### src/rtl/mem_lane_ctrl_pkg.sv
// Shared encodings for the byte-lane memory access controller and its RAM.
package mem_lane_ctrl_pkg;

  typedef enum logic [1:0] {
    SZ_BYTE = 2'b00,
    SZ_HALF = 2'b01,
    SZ_WORD = 2'b10,
    SZ_RSVD = 2'b11
  } size_e;

  typedef enum logic [1:0] {
    ST_IDLE    = 2'b00,
    ST_RD_WAIT = 2'b01,
    ST_RESP    = 2'b10
  } state_e;

  // Number of byte-address bits that select a lane within one RAM word.
  function automatic int lane_bits_f(input int data_w);
    return $clog2(data_w / 8);
  endfunction

endpackage

### src/rtl/mem_bram_be.sv
// Single-port block RAM with per-byte write enables and a registered,
// read-first output (one cycle of read latency).
module mem_bram_be #(
  parameter int DATA_W  = 32,
  parameter int DEPTH_W = 6
) (
  input  logic                  clk,
  input  logic                  we,
  input  logic [DATA_W/8-1:0]   be,
  input  logic [DEPTH_W-1:0]    addr,
  input  logic [DATA_W-1:0]     wdata,
  output logic [DATA_W-1:0]     rdata
);

  logic [DATA_W-1:0] mem_array [2**DEPTH_W];
  logic [DATA_W-1:0] rdata_reg;

  always_ff @(posedge clk) begin
    rdata_reg <= mem_array[addr];
    for (int i = 0; i < DATA_W / 8; i++) begin
      if (we && be[i]) begin
        mem_array[addr][i*8 +: 8] <= wdata[i*8 +: 8];
      end
    end
  end

  assign rdata = rdata_reg;

endmodule

### src/rtl/mem_lane_ctrl.sv
// Load/store controller: byte-lane selection, sign/zero extension and
// misalignment rejection in front of a byte-enabled block RAM.
module mem_lane_ctrl
  import mem_lane_ctrl_pkg::*;
#(
  parameter int DATA_W = 32,
  parameter int ADDR_W = 8
) (
  input  logic              Clk_m,
  input  logic              Rst_n,
  input  logic              Req_Valid,
  output logic              Req_Ready,
  input  logic              Req_Write,
  input  logic [ADDR_W-1:0] Req_Addr,
  input  logic [1:0]        Req_Size,
  input  logic              Req_Signed,
  input  logic [DATA_W-1:0] Req_WData,
  output logic              Rsp_Valid,
  input  logic              Rsp_Ready,
  output logic [DATA_W-1:0] Rsp_RData,
  output logic              Rsp_Err,
  output logic [7:0]        Err_Cnt
);

  localparam int LANE_BITS = lane_bits_f(DATA_W);
  localparam int LANES     = DATA_W / 8;
  localparam int DEPTH_W   = ADDR_W - LANE_BITS;

  state_e                 state_reg, state_next;
  size_e                  size_reg;
  logic [LANE_BITS-1:0]   lane_reg;
  logic                   signed_reg;
  logic [DATA_W-1:0]      rdata_reg;
  logic                   err_reg;
  logic [7:0]             err_cnt_reg;

  size_e                  req_size;
  logic [LANE_BITS-1:0]   req_lane;
  logic                   accept;
  logic                   reject;
  logic                   ram_we;
  logic [LANES-1:0]       ram_be;
  logic [DATA_W-1:0]      ram_wdata;
  logic [DATA_W-1:0]      ram_rdata;
  logic [DATA_W-1:0]      load_data;

  assign req_size  = size_e'(Req_Size);
  assign req_lane  = Req_Addr[LANE_BITS-1:0];
  assign Req_Ready = Rst_n && (state_reg == ST_IDLE);
  assign accept    = Req_Valid && Req_Ready;
  assign ram_we    = accept && Req_Write && !reject;

  always_comb begin
    reject = 1'b0;
    case (req_size)
      SZ_HALF: reject = req_lane[0];
      SZ_WORD: reject = |req_lane;
      SZ_RSVD: reject = 1'b1;
      default: reject = 1'b0;
    endcase
  end

  // Store data is right-aligned, so replicate it across the lanes it may land in.
  generate
    for (genvar gi = 0; gi < LANES; gi++) begin : g_lane
      localparam logic [LANE_BITS-1:0] LANE_IDX = LANE_BITS'(gi);
      assign ram_be[gi] = (req_size == SZ_WORD) ||
                          ((req_size == SZ_HALF) && ((req_lane >> 1) == (LANE_IDX >> 1))) ||
                          ((req_size == SZ_BYTE) && (req_lane == LANE_IDX));
      assign ram_wdata[gi*8 +: 8] = (req_size == SZ_BYTE) ? Req_WData[7:0] :
                                    (req_size == SZ_HALF) ? Req_WData[(gi%2)*8 +: 8] :
                                                            Req_WData[gi*8 +: 8];
    end
  endgenerate

  mem_bram_be #(
    .DATA_W  (DATA_W),
    .DEPTH_W (DEPTH_W)
  ) u_bram (
    .clk   (Clk_m),
    .we    (ram_we),
    .be    (ram_be),
    .addr  (Req_Addr[ADDR_W-1:LANE_BITS]),
    .wdata (ram_wdata),
    .rdata (ram_rdata)
  );

  always_comb begin
    load_data = ram_rdata;
    case (size_reg)
      SZ_BYTE: load_data = {{(DATA_W-8){signed_reg & ram_rdata[{lane_reg, 3'b000} + 7]}},
                            ram_rdata[{lane_reg, 3'b000} +: 8]};
      SZ_HALF: load_data = {{(DATA_W-16){signed_reg & ram_rdata[{lane_reg, 3'b000} + 15]}},
                            ram_rdata[{lane_reg, 3'b000} +: 16]};
      default: load_data = ram_rdata;
    endcase
  end

  always_comb begin
    state_next = state_reg;
    case (state_reg)
      ST_IDLE:    if (accept) state_next = (Req_Write || reject) ? ST_RESP : ST_RD_WAIT;
      ST_RD_WAIT: state_next = ST_RESP;
      ST_RESP:    if (Rsp_Ready) state_next = ST_IDLE;
      default:    state_next = ST_IDLE;
    endcase
  end

  always_ff @(posedge Clk_m) begin
    if (!Rst_n) begin
      state_reg   <= ST_IDLE;
      size_reg    <= SZ_BYTE;
      lane_reg    <= '0;
      signed_reg  <= 1'b0;
      rdata_reg   <= '0;
      err_reg     <= 1'b0;
      err_cnt_reg <= '0;
    end else begin
      state_reg <= state_next;
      if (accept) begin
        size_reg   <= req_size;
        lane_reg   <= req_lane;
        signed_reg <= Req_Signed;
        rdata_reg  <= '0;
        err_reg    <= reject;
        if (reject && (err_cnt_reg != 8'hFF)) begin
          err_cnt_reg <= err_cnt_reg + 8'd1;
        end
      end
      if (state_reg == ST_RD_WAIT) begin
        rdata_reg <= load_data;
      end
    end
  end

  assign Rsp_Valid = (state_reg == ST_RESP);
  assign Rsp_RData = rdata_reg;
  assign Rsp_Err   = err_reg;
  assign Err_Cnt   = err_cnt_reg;

endmodule

### config.mk
export PLATFORM = sky130hd
export DESIGN_NAME = mem_lane_ctrl
export DESIGN_NICKNAME = d
export VERILOG_FILES = /design/src/rtl/mem_lane_ctrl_pkg.sv /design/src/rtl/mem_bram_be.sv /design/src/rtl/mem_lane_ctrl.sv
export SDC_FILE = /design/constraint.sdc
export NUM_CORES = 2
export LEC_CHECK = 0
export ABC_AREA = 0
export CAP_MARGIN = 20
export CORE_MARGIN = 3
export CORE_UTILIZATION = 44
export CTS_CLUSTER_DIAMETER = 30
export DETAILED_ROUTE_END_ITERATION = 7
export RECOVER_POWER = 25
export SYNTH_ARGS = -nofsm -noshare
export SYNTH_HDL_FRONTEND = slang
export SYNTH_SLANG_ARGS = --single-unit
### constraint.sdc
create_clock -name Clk_m -period 6.5 [get_ports Clk_m]
set_clock_uncertainty 0.05 [all_clocks]
set_input_delay 1.3 -clock Clk_m [delete_from_list [all_inputs] [get_ports Clk_m]]
set_output_delay 1.3 -clock Clk_m [all_outputs]
set_load 0.02 [all_outputs]
==> results.py <==
metrics = {
    "run_status": {
        "status": "finished, violations left",
        "violations": "design-rule violations, max-capacitance violations, max-slew violations",
    },
    "route": {
        "drt_wl_total_mm": 291,
        "highest_layer": "met5",
        "vias": 52200,
        "final_antenna_net_count": 0,
        "wl_met1_mm": 107,
        "drt_iter0_markers": 8746,
        "firstDrtPassIters": 8,
        "drc_errors": 2,
        "dr_wl_met3_mm": 39.7,
        "wl_met2_mm": 127,
        "viasPerCell": 6.46,
        "wire_per_inst_um": 36.0,
    },
    "finish": {
        "most-common-layout-cells": "2048 x edfxtp_1, 429 x clkbuf_16, 342 x nor2_1, 282 x buf_4, 266 x mux2i_1",
        "nets": 5294,
        "largest_reg_flops": 2048,
        "num-fill-cells": 14400,
        "area_delta_synth_final_pct": 23.4,
        "final_common_cell": "edfxtp_1",
        "regArea_um2": 63100,
        "final_layout_size_suffix_gt1_frac": 0.243,
        "multi_input_area_um2": 18600,
        "design_area_um2": 103000,
    },
    "logic_synthesis": {
        "synth-seq-cells": 2128,
        "synth.avg_cell_area_um2": 17.5,
        "synthFlopType": "edfxtp_1",
        "async_flop_share": 0,
        "synth_top_cell_area_share": 0.740,
        "synth_fp_nets": 4802,
        "synth_area_um2": 83200,
        "synth-edff-count": 2048,
        "synth.distinct_cells": 81,
        "synth_top_area_cell": "edfxtp_1",
        "yosysSeqAreaShare": 0.759,
        "ys_top_cells_by_area": "edfxtp_1 74%, mux4_2 4.4%, mux2i_1 3.2%",
        "yosysWarnings": 0,
        "syn_inst": 4753,
    },
    "job": {
        "drv_cap": 19,
    },
    "placed_design": {
        "port_buffers": 90,
        "placed_cell_area_um2": 88200,
        "dpl.hpwl_mm": 180,
        "gp_congestion": 0.939,
    },
    "power": {
        "powerDensity_nw_per_um2": 380,
        "p_leak_nw": 33.8,
        "peakVddDrop_v": 0.000349,
    },
    "clock_tree": {
        "cts_setup_buffers": 0,
        "post_cts_resized": 0,
        "cts_tree": "done",
        "cts_buffers": 424,
        "path_clk_slew_ns": 0.05,
        "root_buffer": "clkbuf_16",
        "hold_buffers": 0,
        "ctsHtreeMaxLevel": 5,
        "cts.path.max_buffers": 4,
        "cts_sinks": 2128,
        "insertion_delay_ns": 0.98,
    },
    "setup_path": {
        "start_kind": "input pin",
        "reg2reg_from": "state_reg[1]$_SDFFE_PN0P_",
        "end_kind": "flop",
        "critPathKind": "in -> reg",
        "required_ns": 6.69,
        "cp_max_fo": 64,
        "worstPathArrival_ns": 5.52,
        "cp-startpoint": "Req_WData[3]",
    },
    "timing": {
        "worstMarginPinSlew_ns": 3.37,
        "slew_headroom": -1.25,
        "period_needed_ns": 5.33,
        "drv_slew": 992,
        "setup_viol": 0,
        "finalHoldViolCount": 0,
        "whs_ns": 0.420,
        "max_freq_mhz": 188,
        "rsz0062_at_grt": "false",
        "fin_crit_sh": 0.820,
        "tns_ns": 0,
    },
    "global_route": {
        "grt_pass1_vias": 50300,
        "grt_max_degree": 107,
        "grt_use_total": 0.296,
        "antenna_found_initial": 25,
        "grt_overflow": 0,
        "grt_pass1_wl_mm": 401,
    },
    "die": {
        "die-height_um": 441,
        "die_area_um2": 194000,
        "io_pins": 91,
        "core_area_um2": 187000,
        "start_util": 0.446,
        "num_rows": 158,
        "die_x_um": 441,
    },
    "worst_hold_path": {
        "hold_class": "reg -> reg",
        "min_from": "Rsp_Err$_SDFFE_PN0P_",
    },
}
## metrics by stage
step                 util  setup slack [ns]  cells  total power, mW
floorplan               -              1.12   4753             16.4
global placement    0.473              1.27   7296             17.3
detailed placement  0.473              1.17   7296             17.3
CTS                 0.550              2.12   8060             39.0
global route        0.550              1.09   8063             39.8
finish              0.550              1.17   8076             39.0
## synth_stat cells, types with 4 or more instances
library cell  instances
buf_4                44
a31oi_1              22
nand2_1             186
nand3b_1              7
mux2_1                6
a211oi_1             19
o2bb2ai_1             5
o21ai_0             118
clkbuf_1            132
o221ai_1              9
a22oi_1             136
xor2_1                4
nand2b_1             26
a32oi_1               7
nand3_1              39
buf_2               110
or4_1                10
and3_1               13
nor2_1              352
o22ai_1             116
a21oi_1             157
and2_1               12
buf_6                24
mux2_2              154
a221o_1              31
o31ai_1               8
a22o_1               40
buf_1                31
nand4_1              16
nor4_1                5
a41oi_1               6
a222oi_1             25
mux2i_1             266
dfxtp_1              80
o211ai_1             12
a221oi_1            170
edfxtp_1           2048
a21boi_0             14
nor3_1                7
nor2b_1              30
o22a_1               15
mux4_2              164
inv_1                 4
a311oi_1             13
## cell families after synthesis
family                     synth area share
xor gates and xnor gates           0.000737
muxes                                0.0986
adders and majority gates          0.000150
buffers and inverters                0.0214
AOI/OAI and AO/OA                    0.0815
DFF                                   0.759
and+or+nand+nor                      0.0388
## final cells by class
type                            instances  area share
Antenna cell                           13    0.000317
Clock buffer                          466       0.106
Clock inverter                        298      0.0340
Inverter                                5    0.000268
Multi-Input combinational cell       2279       0.181
Sequential cell                      2128       0.615
Tap cell                             2480      0.0302
Timing Repair Buffer                  407      0.0332
## final timing paths
check                                  endpoint  slack (ns)  cells after the start
max          u_bram.mem_array[23][19]$_DFFE_PP_        1.17                      4
min                        Rsp_Err$_SDFFE_PN0P_        0.42                      2
min reg2reg                Rsp_Err$_SDFFE_PN0P_        0.42                      2
max reg2reg  u_bram.mem_array[27][23]$_DFFE_PP_        3.02                      6
## critical path: stages
cell,delay [ns]
clkbuf_1,0.47
clkbuf_1,0.99
mux2_2,0.31
clkbuf_1,2.35
## layer usage
metal,global-route usage,up-vias
li1,-,20500
met1,0.396,26800
met2,0.429,4137
met3,0.101,780
met4,0.152,25
met5,0,-
## power breakdown
part / internal [mW] / total, mW / switching (mW)
clock: 14.6 / 21.9 / 7.24
combinational: 0.492 / 1.83 / 1.34
sequential: 15.2 / 15.3 / 0.106
total: 30.3 / 39.0 / 8.69
(Power assumes the default switching activity.)
